===== src/rtl/fan_pwm_gen_if.sv =====
`default_nettype none
// ---------------------------------------------------------------------------
// fan_pwm_gen_if : speed request / PWM status bundle for fan_pwm_gen
// Rev 1.0
// ---------------------------------------------------------------------------
interface fan_pwm_gen_if;
  logic       tick_en;
  logic [1:0] speed_sel;
  logic       pwm_out;
  logic [6:0] duty_cur;
  logic       running;
  logic       ramping;

  modport master (
    output tick_en, speed_sel,
    input  pwm_out, duty_cur, running, ramping
  );

  modport slave (
    input  tick_en, speed_sel,
    output pwm_out, duty_cur, running, ramping
  );
endinterface
`default_nettype wire


===== src/rtl/fan_pwm_gen.sv =====
`default_nettype none
// ---------------------------------------------------------------------------
// fan_pwm_gen : fan PWM generator with OFF/RUN control and optional soft-start
//               ramp (define FAN_SOFT_START_EN to build the RAMP state)
// Rev 1.0
// ---------------------------------------------------------------------------
module fan_pwm_gen #(
  parameter int PERIOD    = 100,
  parameter int RAMP_STEP = 5
) (
  input  logic             clk_in,
  input  logic             rst_n,
  fan_pwm_gen_if.slave     bus
);

`ifdef FAN_SOFT_START_EN
  typedef enum logic [1:0] {ST_OFF = 2'd0, ST_RUN = 2'd1, ST_RAMP = 2'd2} state_t;
`else
  typedef enum logic [1:0] {ST_OFF = 2'd0, ST_RUN = 2'd1} state_t;
`endif

  localparam logic [6:0]  LAST_PHASE = 7'(PERIOD - 1);
  localparam logic [13:0] PERIOD_W   = 14'(PERIOD);

  if (PERIOD < 2 || PERIOD > 127 || RAMP_STEP < 1 || RAMP_STEP > 100) begin : g_param_check
    $error("fan_pwm_gen: PERIOD or RAMP_STEP out of range");
  end

  state_t      state, state_next;
  logic [6:0]  phase;
  logic [6:0]  duty, duty_next;
  logic [6:0]  target;
  logic [13:0] thresh;
  logic        boundary;
  logic        pwm_q;

  assign boundary = bus.tick_en && (phase == LAST_PHASE);

  always_comb begin
    case (bus.speed_sel)
      2'b00:   target = 7'd0;
      2'b01:   target = 7'd30;
      2'b10:   target = 7'd60;
      default: target = 7'd100;
    endcase
  end

  // duty 100 gives thresh == PERIOD, so phase < thresh holds across the wrap
  assign thresh = (14'(duty) * PERIOD_W) / 14'd100;

`ifdef FAN_SOFT_START_EN
  localparam logic [7:0] STEP_W = 8'(RAMP_STEP);
  logic [7:0] ramp_sum;
  logic       ramp_hit;
  assign ramp_sum = {1'b0, duty} + STEP_W;
  assign ramp_hit = (ramp_sum >= {1'b0, target});
`endif

  always_ff @(posedge clk_in or negedge rst_n) begin
    if (!rst_n) begin
      state <= ST_OFF;
    end else begin
      state <= state_next;
    end
  end

  always_comb begin
    state_next = state;
    duty_next  = duty;
    if (boundary) begin
      if (target == 7'd0) begin
        state_next = ST_OFF;
        duty_next  = 7'd0;
      end else if (target <= duty) begin
        // decreases (and an exact match) settle immediately
        state_next = ST_RUN;
        duty_next  = target;
      end else begin
`ifdef FAN_SOFT_START_EN
        if (ramp_hit) begin
          state_next = ST_RUN;
          duty_next  = target;
        end else begin
          state_next = ST_RAMP;
          duty_next  = ramp_sum[6:0];
        end
`else
        state_next = ST_RUN;
        duty_next  = target;
`endif
      end
    end
  end

  always_ff @(posedge clk_in or negedge rst_n) begin
    if (!rst_n) begin
      phase <= 7'd0;
      duty  <= 7'd0;
      pwm_q <= 1'b0;
    end else begin
      if (bus.tick_en) begin
        phase <= (phase == LAST_PHASE) ? 7'd0 : phase + 7'd1;
      end
      duty  <= duty_next;
      pwm_q <= ({7'd0, phase} < thresh);
    end
  end

  assign bus.pwm_out  = pwm_q;
  assign bus.duty_cur = duty;
  assign bus.running  = (state != ST_OFF);
`ifdef FAN_SOFT_START_EN
  assign bus.ramping  = (state == ST_RAMP);
`else
  assign bus.ramping  = 1'b0;
`endif

endmodule
`default_nettype wire

===== src/flat_wrapper.sv =====
// flat-port wrapper written by rule: the top's interface ports become plain ports
module fan_pwm_gen_flat 
#(
  parameter int PERIOD    = 100,
  parameter int RAMP_STEP = 5
)
  (clk_in, rst_n, bus_tick_en, bus_speed_sel, bus_pwm_out, bus_duty_cur, bus_running, bus_ramping);
  fan_pwm_gen_if bus_i ();
  input  logic clk_in;
  input  logic rst_n;
  input wire logic [$bits(bus_i.tick_en)-1:0] bus_tick_en;
  input wire logic [$bits(bus_i.speed_sel)-1:0] bus_speed_sel;
  output wire logic [$bits(bus_i.pwm_out)-1:0] bus_pwm_out;
  output wire logic [$bits(bus_i.duty_cur)-1:0] bus_duty_cur;
  output wire logic [$bits(bus_i.running)-1:0] bus_running;
  output wire logic [$bits(bus_i.ramping)-1:0] bus_ramping;
  assign bus_i.tick_en = bus_tick_en;
  assign bus_i.speed_sel = bus_speed_sel;
  assign bus_pwm_out = bus_i.pwm_out;
  assign bus_duty_cur = bus_i.duty_cur;
  assign bus_running = bus_i.running;
  assign bus_ramping = bus_i.ramping;
  fan_pwm_gen #(.PERIOD(PERIOD), .RAMP_STEP(RAMP_STEP)) u_core (.clk_in(clk_in), .rst_n(rst_n), .bus(bus_i));
endmodule

===== config.mk =====
export PLATFORM = sky130hd
export DESIGN_NAME = fan_pwm_gen_flat
export DESIGN_NICKNAME = d
export VERILOG_FILES = /design/src/rtl/fan_pwm_gen_if.sv /design/src/rtl/fan_pwm_gen.sv /design/src/flat_wrapper.sv
export SDC_FILE = /design/constraint.sdc
export NUM_CORES = 1
export LEC_CHECK = 0
export CORE_UTILIZATION = 55
export CTS_CLUSTER_DIAMETER = 100
export DETAILED_ROUTE_END_ITERATION = 8
export GPL_TIMING_DRIVEN = 0
export PLACE_DENSITY = 0.75
export SLEW_MARGIN = 20
export SYNTH_ARGS = -nofsm -noshare
export SYNTH_HDL_FRONTEND = slang
export SYNTH_SLANG_ARGS = --single-unit

===== constraint.sdc =====
create_clock -name clk_in -period 7.8 [get_ports clk_in]
set_input_delay 1.56 -clock clk_in [delete_from_list [all_inputs] [get_ports clk_in]]
set_output_delay 1.56 -clock clk_in [all_outputs]
set_load 0.1 [all_outputs]

==> results of run 1 <==
registers in the layout (all words and copies together) (netlist names):
| register | count |
|---|---|
| u_core.bus.duty_cur | 5 |
| u_core.bus.pwm_out | 1 |
| u_core.phase | 7 |
| u_core.state | 1 |
routing by layer:
metal	part of all wire (%)	track usage, %
met5	0	0
met4	1.7	8.571
met3	6.4	1.348
met2	48	53.17
met1	44	41.58
stage by stage:
step	TNS, ns	hold WS [ns]	cells	total power, mW	instance area (µm²)
3_5_place_dp	-1.297	0.4815	543	0.7538	3872
6_report	-0.5118	0.5059	612	1.039	4905
2_1_floorplan	-0.4618	0.5031	456	0.6434	3652
4_1_cts	-0.5428	0.4994	584	0.9809	4431
5_1_grt	-0.7925	0.5580	612	1.123	4905
3_3_place_gp	-1.316	0.4710	543	0.7514	3866
logic make-up (layout without fill, tap and decap cells):
logic type / count (synthesis) / in the layout / synth area share, %
compound gates: 139 / 139 / 28.75
fa+ha+maj: 48 / 48 / 17.74
simple gates: 179 / 179 / 27.19
mux: 10 / 10 / 3.584
buf+inv: 36 / 117 / 4.598
xor+xnor: 28 / 28 / 7.893
other cells: 1 / 2 / 0.1085
flops: 14 / 14 / 10.14
Yosys cell counts (3+ instances only):
master,n,area [µm²]
ha_1,44,550.5
or4_1,3,22.52
o21a_1,6,45.04
nand2_1,44,165.2
nor2b_1,3,18.77
nor3_1,12,60.06
mux2i_1,5,50.05
o21ai_1,5,25.02
or2_2,4,25.02
nor2_1,42,157.7
nand4_1,7,43.79
a21o_1,6,45.04
nand3_1,16,80.08
nand3b_1,3,22.52
clkbuf_1,10,37.54
o22ai_1,6,37.54
xor2_1,8,70.07
buf_4,4,30.03
o211ai_1,3,22.52
o211a_1,3,30.03
o22a_1,3,26.28
a211oi_1,6,45.04
a211o_1,7,61.31
a22oi_1,3,22.52
a31oi_1,7,43.79
or3_1,4,25.02
nor3b_1,4,30.03
dfrtp_1,14,350.3
a21boi_0,4,30.03
o21ai_0,19,95.09
and4_1,5,43.79
a21oi_1,27,135.1
and3_1,5,31.28
and2_1,6,37.54
nor4_1,3,18.77
inv_1,17,63.81
xnor2_1,18,157.7
nand2b_1,3,18.77
o2bb2ai_1,5,43.79
worst register-to-register path, delay by kind of cell (launching register included):
kind            cells  cell delay, ns
mux                 1            0.14
compound gates     11            2.78
xor+xnor            1            0.14
simple gates       13            2.66
flops               1            0.52
fa+ha+maj           6            1.74
buf+inv             3            0.25
report_power, final:
group	total, mW	internal, mW	switching (mW)
Sequential	0.112	0.0910	0.0208
Combinational	0.858	0.438	0.420
Clock	0.0699	0.0447	0.0251
Total	1.04	0.574	0.466
path summary, 6_finish.rpt:
kind                            slack, ns                      to  depth (start not counted)
worst min-delay path                 0.51         u_core.state[0]                          2
max in group asynchronous            5.66  u_core.bus.duty_cur[2]                          1
worst min register to register       0.51         u_core.state[0]                          2
worst max-delay path                -0.51      u_core.bus.pwm_out                         35
worst max register to register      -0.51      u_core.bus.pwm_out                         35
min in group asynchronous            1.69  u_core.bus.duty_cur[1]                          1
timing repair:
action	4_1_cts	5_1_grt
gates resized for setup	41	52
setup endpoints to repair	1	1
pin swaps	29	37
setup buffers	40	29
layout make-up:
| class | count | area, µm² | share of cell area, % |
|---|---|---|---|
| inverters | 19 | 85.08 | 1.735 |
| plain buffers | 13 | 93.84 | 1.913 |
| flip-flops and latches | 14 | 362.8 | 7.398 |
| well taps | 75 | 93.84 | 1.913 |
| multi-input cells | 406 | 3550 | 72.37 |
| clock buffers | 4 | 55.05 | 1.122 |
| repair buffers | 81 | 664.4 | 13.55 |
==> results_dict.tcl, run 1 <==
set metrics [dict create \
    status "complete, but fails checks" \
    failed_checks "setup timing" \
    ctsHoldBuffers 0 \
    drive_gt1_share_pct 34.82 \
    antenna_found_initial 0 \
    cp-start-kind "flip-flop" \
    htreeDepth 1 \
    cts_root_buf "clkbuf_8" \
    crit_path_start "u_core.bus.duty_cur[2]" \
    relSlewSlack_pct 34.63 \
    final_common_cell "buf_4" \
    fill_cells 364 \
    cp_slowest_cell "or4_4" \
    drc 0 \
    p_leak_nw 2.067 \
    synth_cell_types 87 \
    start_util_pct 57.69 \
    powerDensity_nw_per_um2 211.9 \
    min_period_over_period_pct 106.6 \
    worst_slack_ns -0.5118 \
    cp.arrival_ns 8.46 \
    worstHoldPathType "flip-flop to flip-flop" \
    slowest_delay_ns 0.61 \
    synthCells 455 \
    cts_max_path_buffers 2 \
    vdd_drop_max_uv 380.4 \
    holdCritStartpoint "u_core.state[0]" \
    timing.rr.start "u_core.bus.duty_cur[2]" \
    crit_required_ns 7.95 \
    synthArstFlopShare_pct 100.0 \
    cts_sinks 14 \
    grt.total_usage_pct 30.88 \
    synth_area_um2 3456 \
    crit_top_cell "ha_4" \
    vias_per_cell 6.500 \
    cap_violations 0 \
    synthFlopType "dfrtp_1" \
    yosys_warnings 0 \
    grt_overflow 0 \
    cts_tree "yes" \
    port_buffers 12 \
    core.rowCount 28 \
    fmax_mhz 120.3 \
    drt_iter0_drc 330 \
    rsz0062_at_grt "true" \
    dp_hpwl_um 7010 \
    maxSlewViolCount 0 \
    drt-total-wl_um 10780 \
    dieWidth_um 81.27 \
    synth_edf_count 0 \
    final_cell_mix "65 x buf_4, 43 x nand2_1, 38 x nor2_1" \
    clkTransAtPathRegs_ns 0.06 \
    end_kind "flip-flop" \
    gp_congestion 0.8709 \
    crit_type "flip-flop to flip-flop" \
    setup_viol 1 \
    diodes 0 \
    synth.ff_latch_count 14 \
    grt_pass1_vias 3485 \
    coreArea_um2 5991 \
    pin_count 15 \
    drt-pass1-iter-count 5 \
    utilization_pct 81.87 \
    die_h_um 81.27 \
    numCtsBuffers 3 \
    grt_max_degree 15 \
    routedWlPerCell_um 17.62 \
    avgSynthCellArea_um2 7.595 \
    nets 589 \
    cp_num_buf_inv 3 \
    hold_viol 0 \
    grt_pass1_wl_um 16180 \
    synth-seq-area-share_pct 10.14 \
    drtAntennaViolNets 0 \
    worstMarginPinSlew_ns 0.9775 \
    crit_fanout 7 \
    clock_latency_ns 0.25 \
    areaGrowthSynthToFinish_pct 41.93 \
    dieArea_um2 6604 \
    crit_family "compound AO/OA/AOI/OAI gates" \
    place_worst_setup_slack_ns -1.297 \
    finClkSkew_ns 0.002397 \
    vias 3978 \
    post-route-min-period_ns 8.312 \
]
No activity file was read; power rests on OpenSTA's default activity.
==> run 2, diff against run 1 <==
Settings changed: CORE_ASPECT_RATIO set to 1.4, CTS_BUF_LIST set to sky130_fd_sc_hd__clkbuf_2 sky130_fd_sc_hd__clkbuf_4 sky130_fd_sc_hd__clkbuf_8, GPL_TIMING_DRIVEN 0 to unset.
==> run 2 against run 1 <==
  * The run still ends with setup timing left
  * Count of clock-buffer cells in the layout is the same
  * Via count grew 5.0%
  * Register-to-register slack gained 0.08 ns
  * Cell count grew 7.4%
  * Clock power shrank 9.0%
  * Sequential power grew 13%
  * Sequential cell count is the same
  * Largest power group unchanged
==> results_dict.tcl, run 2 (synthesized netlist as in run 1, its figures left out) <==
set metrics [dict create \
    status "complete, but fails checks" \
    failed_checks "setup timing" \
    drt_iter0_drc 261 \
    min_period_over_period_pct 105.5 \
    clock_latency_ns 0.24 \
    crit_top_cell "ha_4" \
    grt_max_degree 18 \
    cts_tree "yes" \
    drt-total-wl_um 11460 \
    grt_pass1_vias 3973 \
    grt.total_usage_pct 34.10 \
    final_cell_mix "128 x buf_4, 44 x nand2_1, 39 x nor2_1" \
    pin_count 15 \
    holdCritStartpoint "u_core.state[0]" \
    crit_type "flip-flop to flip-flop" \
    rr_worst_depth 37 \
    largest_register_ffs 7 \
    numCtsBuffers 3 \
    multiInputGateArea_um2 3338 \
    post-route-min-period_ns 8.232 \
    whs_path_depth 2 \
    dieWidth_um 69.00 \
    htreeDepth 1 \
    finClkSkew_ns 0.003374 \
    final_common_cell "buf_4" \
    areaGrowthSynthToFinish_pct 45.80 \
    clkTransAtPathRegs_ns 0.05 \
    cp-start-kind "flip-flop" \
    crit_required_ns 7.95 \
    setup_viol 1 \
    timing.rr.start "u_core.bus.duty_cur[2]" \
    whs_ns 0.4903 \
    coreArea_um2 5946 \
    crit_path_start "u_core.bus.duty_cur[2]" \
    p_leak_nw 2.269 \
    start_util_pct 58.12 \
    grt_pass1_wl_um 17410 \
    seqCellArea_um2 362.8 \
    die_h_um 95.79 \
    end_kind "flip-flop" \
    antenna_found_initial 0 \
    core.rowCount 33 \
    fill_cells 345 \
    cts_max_path_buffers 2 \
    vdd_drop_max_uv 450.3 \
    ctsHoldBuffers 0 \
    dp_hpwl_um 8802 \
    hold_viol 0 \
    drtAntennaViolNets 0 \
    worstMarginPinSlew_ns 0.9853 \
    grt_overflow 0 \
    cp_slowest_cell "or4_4" \
    worst_slack_ns -0.4322 \
    r2r_end "u_core.bus.pwm_out" \
    port_buffers 12 \
    maxSlewViolCount 0 \
    routedWlPerCell_um 17.44 \
    cts_sinks 14 \
    worstHoldPathType "flip-flop to flip-flop" \
    rsz0062_at_grt "true" \
    utilization_pct 84.74 \
    drc 0 \
    drt-pass1-iter-count 7 \
    regMostFlops "u_core.phase" \
    powerDensity_nw_per_um2 206.6 \
    dieArea_um2 6609 \
    fmax_mhz 121.5 \
    cap_violations 0 \
    drive_gt1_share_pct 36.63 \
    nets 639 \
    vias 4177 \
    vias_per_cell 6.358 \
    relSlewSlack_pct 34.10 \
    cts_root_buf "clkbuf_8" \
    crit_fanout 5 \
    r2r_setup_slack_ns -0.43 \
    diodes 0 \
    holdPathEnd "u_core.state[0]" \
    gp_congestion 0.8870 \
    slowest_delay_ns 0.59 \
    cp.arrival_ns 8.39 \
]
[run 2: how the worst max path moves through the flow]
stage / depth (start not counted) / end
2_1_floorplan: 37 / u_core.bus.pwm_out
3_3_place_gp: 38 / u_core.bus.pwm_out
3_5_place_dp: 38 / u_core.bus.pwm_out
4_1_cts: 34 / u_core.bus.pwm_out
5_1_grt: 38 / u_core.bus.pwm_out
6_report: 37 / u_core.bus.pwm_out
[run 2: layer usage]
layer,global-route usage [%],vias to the layer above,wire length [µm]
met3,3.791,44,507
met5,0,-,0
met4,13.78,0,374
met2,66.18,164,6148
li1,-,1967,-
met1,35.34,2002,4428
[run 2: stage by stage]
step / TNS, ns / area [µm²] / total power [mW] / instances / setup WS, ns
final: -0.4322 / 5039 / 1.041 / 657 / -0.4322
after global routing: -0.7113 / 5039 / 1.103 / 657 / -0.7113
after CTS: -0.3196 / 4773 / 0.9411 / 646 / -0.3196
after detailed placement: -0.4475 / 4666 / 0.8665 / 642 / -0.4475
after global placement: -0.1603 / 4666 / 0.8426 / 642 / -0.1603
after floorplan: -0.4618 / 3652 / 0.6434 / 456 / -0.4618
[run 2: cell type report]
class	instances	area share, %
multi-input combinational	406	66.25
timing repair buffer	144	22.35
sequential	14	7.201
tap	70	1.738
inverter	19	1.490
clock buffer	4	0.9685
[run 2: report_power, final]
group          switching, mW  leakage (nW)  internal (mW)
clock network         0.0240        0.0262         0.0396
logic                  0.415          2.08          0.437
registers             0.0350         0.161         0.0909
[run 2: worst max-delay path: cells and delay by family, from the launching register on]
family,cells,cell delay (ns)
AOI/OAI and AO/OA,13,2.77
xor gates and xnor gates,1,0.14
adders and majority gates,7,1.90
buffers and inverters,5,0.68
DFF,1,0.51
muxes,2,0.25
and+or+nand+nor,9,1.90
[run 2: repair_timing]
item | 4_1_cts | 5_1_grt
resized for setup | 11 | 31
setup buffers | 0 | 11
pin swaps | 2 | 29
setup endpoints to repair | 1 | 1
